==> config.mk <==
export PLATFORM = sky130hd
export DESIGN_NAME = bcd_seq_conv
export DESIGN_NICKNAME = d
export VERILOG_FILES = /design/src/rtl/bcd_seq_conv.sv
export SDC_FILE = /design/constraint.sdc
export NUM_CORES = 1
export LEC_CHECK = 0
export ABC_AREA = 1
export BUFFER_PORTS_ARGS = -buffer_cell sky130_fd_sc_hd__buf_2
export CAP_MARGIN = 10
export CELL_PAD_IN_SITES_DETAIL_PLACEMENT = 0
export CELL_PAD_IN_SITES_GLOBAL_PLACEMENT = 2
export CORE_MARGIN = 5
export CORE_UTILIZATION = 35
export DETAILED_ROUTE_END_ITERATION = 10
export GPL_TIMING_DRIVEN = 0
export PLACE_DENSITY = 0.9
export SETUP_SLACK_MARGIN = 0.2
export SKIP_CTS_REPAIR_TIMING = 1
export SYNTH_ARGS = -nofsm -noshare
export SYNTH_HDL_FRONTEND = slang
export SYNTH_SLANG_ARGS = --single-unit
==> constraint.sdc <==
create_clock -name Clk -period 3.3 [get_ports Clk]
set_input_delay 0 -clock Clk [delete_from_list [all_inputs] [get_ports Clk]]
set_output_delay 0 -clock Clk [all_outputs]
set_load 0.01 [all_outputs]
==> src/rtl/bcd_seq_conv.sv <==
// Sequential double-dabble binary-to-BCD converter: one shift/add-3 step per clock,
// start/done handshake, optional two's-complement input with separate sign output.
module bcd_seq_conv #(
  parameter int W  = 32,
  parameter int ND = 10
) (
  input  logic            Clk,
  input  logic            Rst,
  input  logic            Start_i,
  input  logic [W-1:0]    Bin_i,
  input  logic            Signed_i,
  output logic            Busy_o,
  output logic            Done_o,
  output logic [4*ND-1:0] Bcd_o,
  output logic            Neg_o,
  output logic            Ovf_o,
  output logic [1:0]      dbg_state
);

  // Handshake: Start_i is taken only on an edge where Busy_o=0 (IDLE); Bin_i and
  // Signed_i are sampled on that same edge. Done_o pulses for exactly one cycle,
  // which is also the first IDLE cycle, so a new Start_i may be accepted right away.

  typedef enum logic [1:0] {
    S_IDLE  = 2'd0,
    S_LOAD  = 2'd1,
    S_SHIFT = 2'd2,
    S_DONE  = 2'd3
  } state_t;

  localparam int CW = $clog2(W + 1);

  state_t            state;
  state_t            state_nx;
  logic [CW-1:0]     cnt;
  logic [W-1:0]      mag;
  logic              neg_q;
  logic              ovf_q;
  logic [4*ND-1:0]   scratch;
  logic [4*ND-1:0]   scratch_adj;
  logic              accept;
  logic              last_shift;
  logic              in_neg;

  assign accept     = (state == S_IDLE) && Start_i;
  assign last_shift = (cnt == CW'(W - 1));
  assign in_neg     = Signed_i & Bin_i[W-1];

  // State register
  always_ff @(posedge Clk) begin
    if (Rst) begin
      state <= S_IDLE;
    end else begin
      state <= state_nx;
    end
  end

  // Next-state logic
  always_comb begin
    state_nx = state;
    case (state)
      S_IDLE:  if (Start_i) state_nx = S_LOAD;
      S_LOAD:  state_nx = S_SHIFT;
      S_SHIFT: if (last_shift) state_nx = S_DONE;
      S_DONE:  state_nx = S_IDLE;
      default: state_nx = S_IDLE;
    endcase
  end

  // Output logic
  always_comb begin
    Busy_o    = (state != S_IDLE);
    dbg_state = state;
  end

  // Add-3 correction applied to every digit before it is doubled by the shift
  always_comb begin
    scratch_adj = '0;
    for (int i = 0; i < ND; i++) begin
      if (scratch[4*i +: 4] >= 4'd5) begin
        scratch_adj[4*i +: 4] = scratch[4*i +: 4] + 4'd3;
      end else begin
        scratch_adj[4*i +: 4] = scratch[4*i +: 4];
      end
    end
  end

  // Datapath: operand capture, shift sequence, and result registers
  always_ff @(posedge Clk) begin
    if (Rst) begin
      mag     <= '0;
      neg_q   <= 1'b0;
      ovf_q   <= 1'b0;
      scratch <= '0;
      cnt     <= '0;
      Done_o  <= 1'b0;
      Bcd_o   <= '0;
      Neg_o   <= 1'b0;
      Ovf_o   <= 1'b0;
    end else begin
      Done_o <= (state == S_DONE);
      if (accept) begin
        // -2^(W-1) negates to 2^(W-1), which still fits W unsigned bits
        neg_q <= in_neg;
        mag   <= in_neg ? (~Bin_i + W'(1)) : Bin_i;
      end
      case (state)
        S_LOAD: begin
          scratch <= '0;
          cnt     <= '0;
          ovf_q   <= 1'b0;
        end
        S_SHIFT: begin
          scratch <= {scratch_adj[4*ND-2:0], mag[W-1]};
          mag     <= {mag[W-2:0], 1'b0};
          ovf_q   <= ovf_q | scratch_adj[4*ND-1];
          cnt     <= cnt + CW'(1);
        end
        S_DONE: begin
          Bcd_o <= scratch;
          Neg_o <= neg_q;
          Ovf_o <= ovf_q;
        end
        default: begin
        end
      endcase
    end
  end

endmodule

==> results.cfg, run 1 <==
[yosys]
syn_inst = 913
yosysSeqAreaShare = 0.384
yosys_warnings = 0
synth_fp_nets = 975
synth-edff-count = 0
ys_types = 42
synth-seq-cells = 125
synth_flop_cell = dfxtp_1
syn_area_per_cell_um2 = 7.14
postSynth.asyncResetShare = 0
synth_area_mm2 = 0.00652

[critical_path]
cp-end-kind = register
critPathSlowestCell = dfxtp_1
rr_worst_depth = 8
worst_path_largest_cell_delay_ns = 0.38
start_kind = register
reg2reg_from = dbg_state[1]
cp.depth = 8
reg2reg_to = scratch[33]
crit_start = dbg_state[1]
crit_chain = inv_1, ha_1, clkbuf_2, nand2_2, inv_2, buf_2, nand3_1, a21oi_1
crit_fanout = 10
endpoint = scratch[33]
worstPathRequired_ns = 3.64
critical_path_class = reg -> reg
r2r_slack_ns = 1.23
arrival_ns = 2.41
path_delay_family = buffers and inverters
path_buf_inv = 4

[floorplan]
core_mm2 = 0.0185
fp.dieH_um = 147
rows = 50
die_area_mm2 = 0.0215
io_pins = 82
start_util = 0.352
die_x_um = 147

[timing]
layout_min_cycle_time_ns = 2.07
final.setup.worst_slack_ns = 1.23
finalHoldViolCount = 4
rsz0062_at_grt = false
max_slew.worst_pin.slew_ns = 0.730
finalClockSkew_ns = 0.00863
timing.setup.tns_ns = 0
final.period_utilization = 0.628
max-slew-margin-rel = 0.508
final-setup-viol-count = 0
slew_violations = 0
fmax_mhz = 482
holdWs_ns = -0.0432

[clocking]
clockBufferDepth = 2
htreeDepth = 4
clk_pin_slew_ns = 0.06
clock-root-buffer = clkbuf_16
cts_num_sinks = 125
cts_buffers = 17
cts_tree = built
clkLatencyLatePin_ns = 0.42

[place]
dp_cells = 1228
io_buffers = 81
dp_hpwl_um = 13700
dp_slack_ns = 1.22
gp_congestion = 0.787

[grt]
grt_usage = 0.174
grt_remaining_overflow = 0
antenna_found_initial = 0
grt_pass1_vias = 5842
grt_start_max_net_pins = 17
grt_pass1_wl_um = 30400

[layout]
n_antenna_cell = 0
drive_gt1_frac = 0.157
nets = 1097
final_core_util = 0.434
area_delta_synth_final_pct = 23.1
fin_cells = 1282

[min_path]
hp-class = in -> reg

[drt]
dr.pass1.iters = 5
vias = 6263
drc = 0
drt_first_iter_violations = 373
avgRoutedWirePerCell_um = 14.6
postRouteWirelength_um = 18700
via_per_inst = 4.89
ant_nets = 0

[pwr]
p_per_area_mw_per_mm2 = 672
peakVddDrop_mv = 0.464
p_leak_nw = 3.23

[outcome]
violations = negative hold slack
status = complete, but fails checks

[flow_run]
cap_violations = 0
[registers in the layout, summed over array words and instances, names as in the netlist]
signal	cells
mag	32
neg_q	1
Done_o	1
Neg_o	1
dbg_state	2
ovf_q	1
Ovf_o	1
scratch	40
cnt	6
Bcd_o	40
[worst min-delay path: cells and delay by family]
kind,cells,cell delay (ns)
and+or+nand+nor,2,0.15
buffers and inverters,1,0.11
AOI/OAI and AO/OA,1,0.06
[where the power goes]
| group | internal, mW | switching [mW] | total, mW |
|---|---|---|---|
| combinational | 0.519 | 1.17 | 1.69 |
| clock | 1.17 | 0.691 | 1.86 |
| sequential | 1.74 | 0.109 | 1.85 |
| total | 3.43 | 1.97 | 5.40 |
[cell usage after synthesis (6+ instances only)]
library cell  number  area share
a21oi_1          120       0.092
a31oi_1           14       0.013
buf_2             10      0.0077
clkbuf_1          24       0.014
dfxtp_1          125        0.38
ha_1              26       0.050
inv_1            117       0.067
nand2_1          156       0.090
nand2_2            6      0.0058
nand3_1           77       0.059
nand4_1           10      0.0096
nor2_1            36       0.021
nor2_2             6      0.0058
nor2_4             6       0.010
nor3_1            11      0.0084
o21ai_0           89       0.068
o21ai_1            7      0.0054
o22ai_1           12       0.012
or2_1              9      0.0086
xor2_1            12       0.016
[per-layer routing]
metal  up-vias  wire length [um]  GRT usage
li1       3283                 -          -
met1      2884              9550      0.246
met2        90              8440      0.274
met3         6               613     0.0397
met4         0                68     0.0339
met5         -                 0          0
[final cells by class]
class	count	area, um^2
sequential	125	2500
timing repair buffer	103	626
inverter	124	473
clock inverter	10	114
buffer	40	190
multi-input combinational	624	3360
tap	234	293
fill	1968	10500
clock buffer	22	474
[worst min path at each step]
stage	start	end	slack [ns]	depth (start not counted)
floorplan	Bin_i[31]	mag[31]	0.18	2
global placement	Bin_i[24]	mag[24]	0.32	4
detailed placement	Bin_i[24]	mag[24]	0.32	4
CTS	Bin_i[24]	mag[24]	-0.12	4
global route	Bin_i[18]	mag[18]	0.005	4
finish	Bin_i[11]	mag[11]	-0.04	4
[stage by stage]
step           area [um^2]  power (mW)
2_1_floorplan         6520        2.93
3_3_place_gp          7220        3.56
3_5_place_dp          7220        3.56
4_1_cts               7810        5.44
5_1_grt               8030        5.73
6_report              8030        5.40
[layout by cell type, fill, tap and decap left out, types with 6 or more instances in the layout]
master,count
buf_2,91
nor2_2,6
nor2_4,6
a21oi_1,120
nand2_2,6
o21ai_1,7
dlygate4sd3_1,22
inv_1,117
clkbuf_16,17
xor2_1,12
o21ai_0,89
clkbuf_1,26
a31oi_1,14
or2_1,9
dfxtp_1,125
ha_1,26
nand4_1,10
nand3_1,77
nor3_1,11
nor2_1,36
nand2_1,156
o22ai_1,12
[kinds of logic after synthesis]
logic type	after synthesis	synth area share
compound gates	254	0.206
xor+xnor	14	0.0188
fa+ha+maj	26	0.0499
buf+inv	164	0.102
flops	125	0.384
simple gates	330	0.240
Power figures use the tool's default switching activity.
==> inputs of run 2 (changes only) <==
Settings changed: ABC_AREA 1 to 0, CORE_UTILIZATION 35 to 32, PLACE_DENSITY 0.9 to 0.83.
Clock period 3.3 ns to 1.85 ns, I/O delays scaled along.
==> results.cfg, run 2 <==
[pwr]
combPwrFrac = 0.375
p_per_area_mw_per_mm2 = 1190
peakVddDrop_mv = 0.554
switching_share = 0.344
netSwitchingPower_mw = 3.66
internal-power_mw = 6.99
clkPwrFrac = 0.328
p_leak_nw = 3.39
seq_power_share = 0.297

[grt]
antenna_found_initial = 0
grt_start_max_net_pins = 17
grt_pass1_wl_um = 29500
grt_usage = 0.165
grt_pass1_vias = 5457
grt_remaining_overflow = 0

[floorplan]
rows = 51
fp.dieH_um = 151
die_area_mm2 = 0.0229
start_util = 0.327
io_pins = 82
die_x_um = 151
core_mm2 = 0.0196

[outcome]
violations = negative hold slack
status = complete, but fails checks

[critical_path]
reg2reg_from = dbg_state[0]
worstPathRequired_ns = 2.22
critical_path_class = reg -> reg
crit_fanout = 5
rr_worst_depth = 9
arrival_ns = 2.19
reg2reg_to = mag[25]
start_kind = register
cp-end-kind = register
r2r_slack_ns = 0.03

[layout]
final_core_util = 0.458
layout_common_cells = nor2_1 (113), dfxtp_1 (109), buf_2 (83), mux2i_1 (47), nand2_1 (37)
reg_top3 = Bcd_o (40), scratch (40), mag (32)
n_antenna_cell = 0
nets = 973
area_delta_synth_final_pct = 40.2
final_common_cell = nor2_1
drive_gt1_frac = 0.321

[timing]
finalClockSkew_ns = 0.00748
final-setup-viol-count = 0
holdWs_ns = -0.000451
max_slew.worst_pin.slew_ns = 0.717
rsz0062_at_grt = true
final.setup.worst_slack_ns = 0.0264
fmax_mhz = 548
finalHoldViolCount = 1
final.period_utilization = 0.986
max-slew-margin-rel = 0.522
layout_min_cycle_time_ns = 1.82
slew_violations = 0

[yosys]
yosys.area.top_type = dfxtp_1
synth-seq-cells = 125
ys_types = 49
synth_common_cells = dfxtp_1 (125), nor2_1 (119), a21oi_1 (59), mux2i_1 (47)
synth_fp_nets = 819
synth_area_mm2 = 0.00640
synth_area_leaders = dfxtp_1 (39%), mux2i_1 (7.3%), nor2_1 (7.0%), ha_1 (5.1%), a21oi_1 (4.6%)
yosys_warnings = 0
synthDominantCellAreaShare = 0.391
syn_area_per_cell_um2 = 8.46
postSynth.asyncResetShare = 0
synth.most_common_cell = dfxtp_1
syn_inst = 757
synth-edff-count = 0
synth_flop_cell = dfxtp_1
yosysSeqAreaShare = 0.391

[clocking]
clk_pin_slew_ns = 0.06
clock-root-buffer = clkbuf_16
cts_tree = built
clkLatencyLatePin_ns = 0.43
cts_num_sinks = 125
clockBufferDepth = 2
cts_buffers = 17
htreeDepth = 4

[drt]
ant_nets = 0
vias = 6024
postRouteWirelength_um = 19600
drc = 0
dr.pass1.iters = 5
drt_first_iter_violations = 284
via_per_inst = 5.07
avgRoutedWirePerCell_um = 16.5

[flow_run]
cap_violations = 0

[min_path]
min_path_cells = 4
worst_hold_path.endpoint = mag[10]
hp-class = in -> reg
hp-start = Bin_i[10]

[place]
dp_slack_ns = -0.373
dp_hpwl_um = 13100
io_buffers = 80
gp_congestion = 0.811
run 2: cell types whose count changed after synthesis, moves of 11 or more:
| cell | before | now |
|---|---|---|
| o21ai_0 | 89 | 23 |
| nand2_1 | 156 | 41 |
| xnor2_1 | 2 | 23 |
| and3_1 | 0 | 13 |
| nor2_1 | 36 | 119 |
| a21oi_1 | 120 | 59 |
| mux2i_1 | 0 | 47 |
| nand2b_1 | 0 | 11 |
| clkbuf_1 | 24 | 41 |
| inv_1 | 117 | 29 |
| nand3_1 | 77 | 12 |
| o31ai_1 | 0 | 12 |
run 2: per-stage QoR:
step / instances / power [mW] / setup TNS, ns / cell area, um^2 / hold slack, ns
5_1_grt: 1189 / 11.2 / -0.167 / 8980 / 0.00679
3_3_place_gp: 1102 / 5.80 / -19.20 / 7190 / 0.295
4_1_cts: 1134 / 9.28 / -19.42 / 7810 / -0.145
2_1_floorplan: 757 / 4.87 / 0 / 6450 / 0.131
6_report: 1189 / 10.6 / 0 / 8980 / -0.000451
3_5_place_dp: 1102 / 5.79 / -17.92 / 7190 / 0.296
run 2: area by class of cell:
cell class	instances	area, um^2
plain buffers	49	350
repair buffers	135	956
multi-input cells	552	4060
clock buffers	22	484
flip-flops and latches	125	2540
clock inverters	10	136
fillers	1927	10600
inverters	31	125
well taps	265	332
run 2: critical path, stage by stage (launching register included):
cell and delay (ns):
dfxtp_4 0.35, inv_4 0.05, ha_4 0.16, buf_8 0.12, or2_4 0.22, buf_8 0.12, nor2_4 0.12, nand2_1 0.06
or4_1 0.47, nand3_1 0.09
run 2: layer usage:
metal,track usage,up-vias,routed length [um],part of all wire
li1,-,3009,-,-
met1,0.230,2876,9520,0.49
met2,0.254,121,8840,0.45
met3,0.0422,18,991,0.051
met4,0.0471,0,239,0.012
met5,0,-,0,0
run 2: kinds of logic after synthesis:
| logic type | after synthesis | share of synthesized area |
|---|---|---|
| simple gates | 252 | 0.187 |
| xor+xnor | 41 | 0.0561 |
| compound gates | 176 | 0.177 |
| mux | 57 | 0.0910 |
| buf+inv | 80 | 0.0471 |
| flops | 125 | 0.391 |
| fa+ha+maj | 26 | 0.0508 |
run 2: how the worst max path moves through the flow:
stage          cells past startpoint    endpoint         start
2_1_floorplan                      9     mag[25]  dbg_state[0]
6_report                           9     mag[25]  dbg_state[0]
3_5_place_dp                       7  scratch[2]  dbg_state[1]
5_1_grt                            9     mag[25]  dbg_state[0]
3_3_place_gp                       7  scratch[2]  dbg_state[1]
4_1_cts                            7  scratch[2]  dbg_state[1]
run 2: power groups by stage:
| stage | clock, mW | combinational (mW) | sequential, mW |
|---|---|---|---|
| 2_1_floorplan | 0 | 1.73 | 3.15 |
| 3_3_place_gp | 0 | 2.61 | 3.19 |
| 3_5_place_dp | 0 | 2.60 | 3.19 |
| 4_1_cts | 3.54 | 2.61 | 3.14 |
| 5_1_grt | 3.67 | 4.29 | 3.20 |
| 6_report | 3.50 | 3.99 | 3.16 |
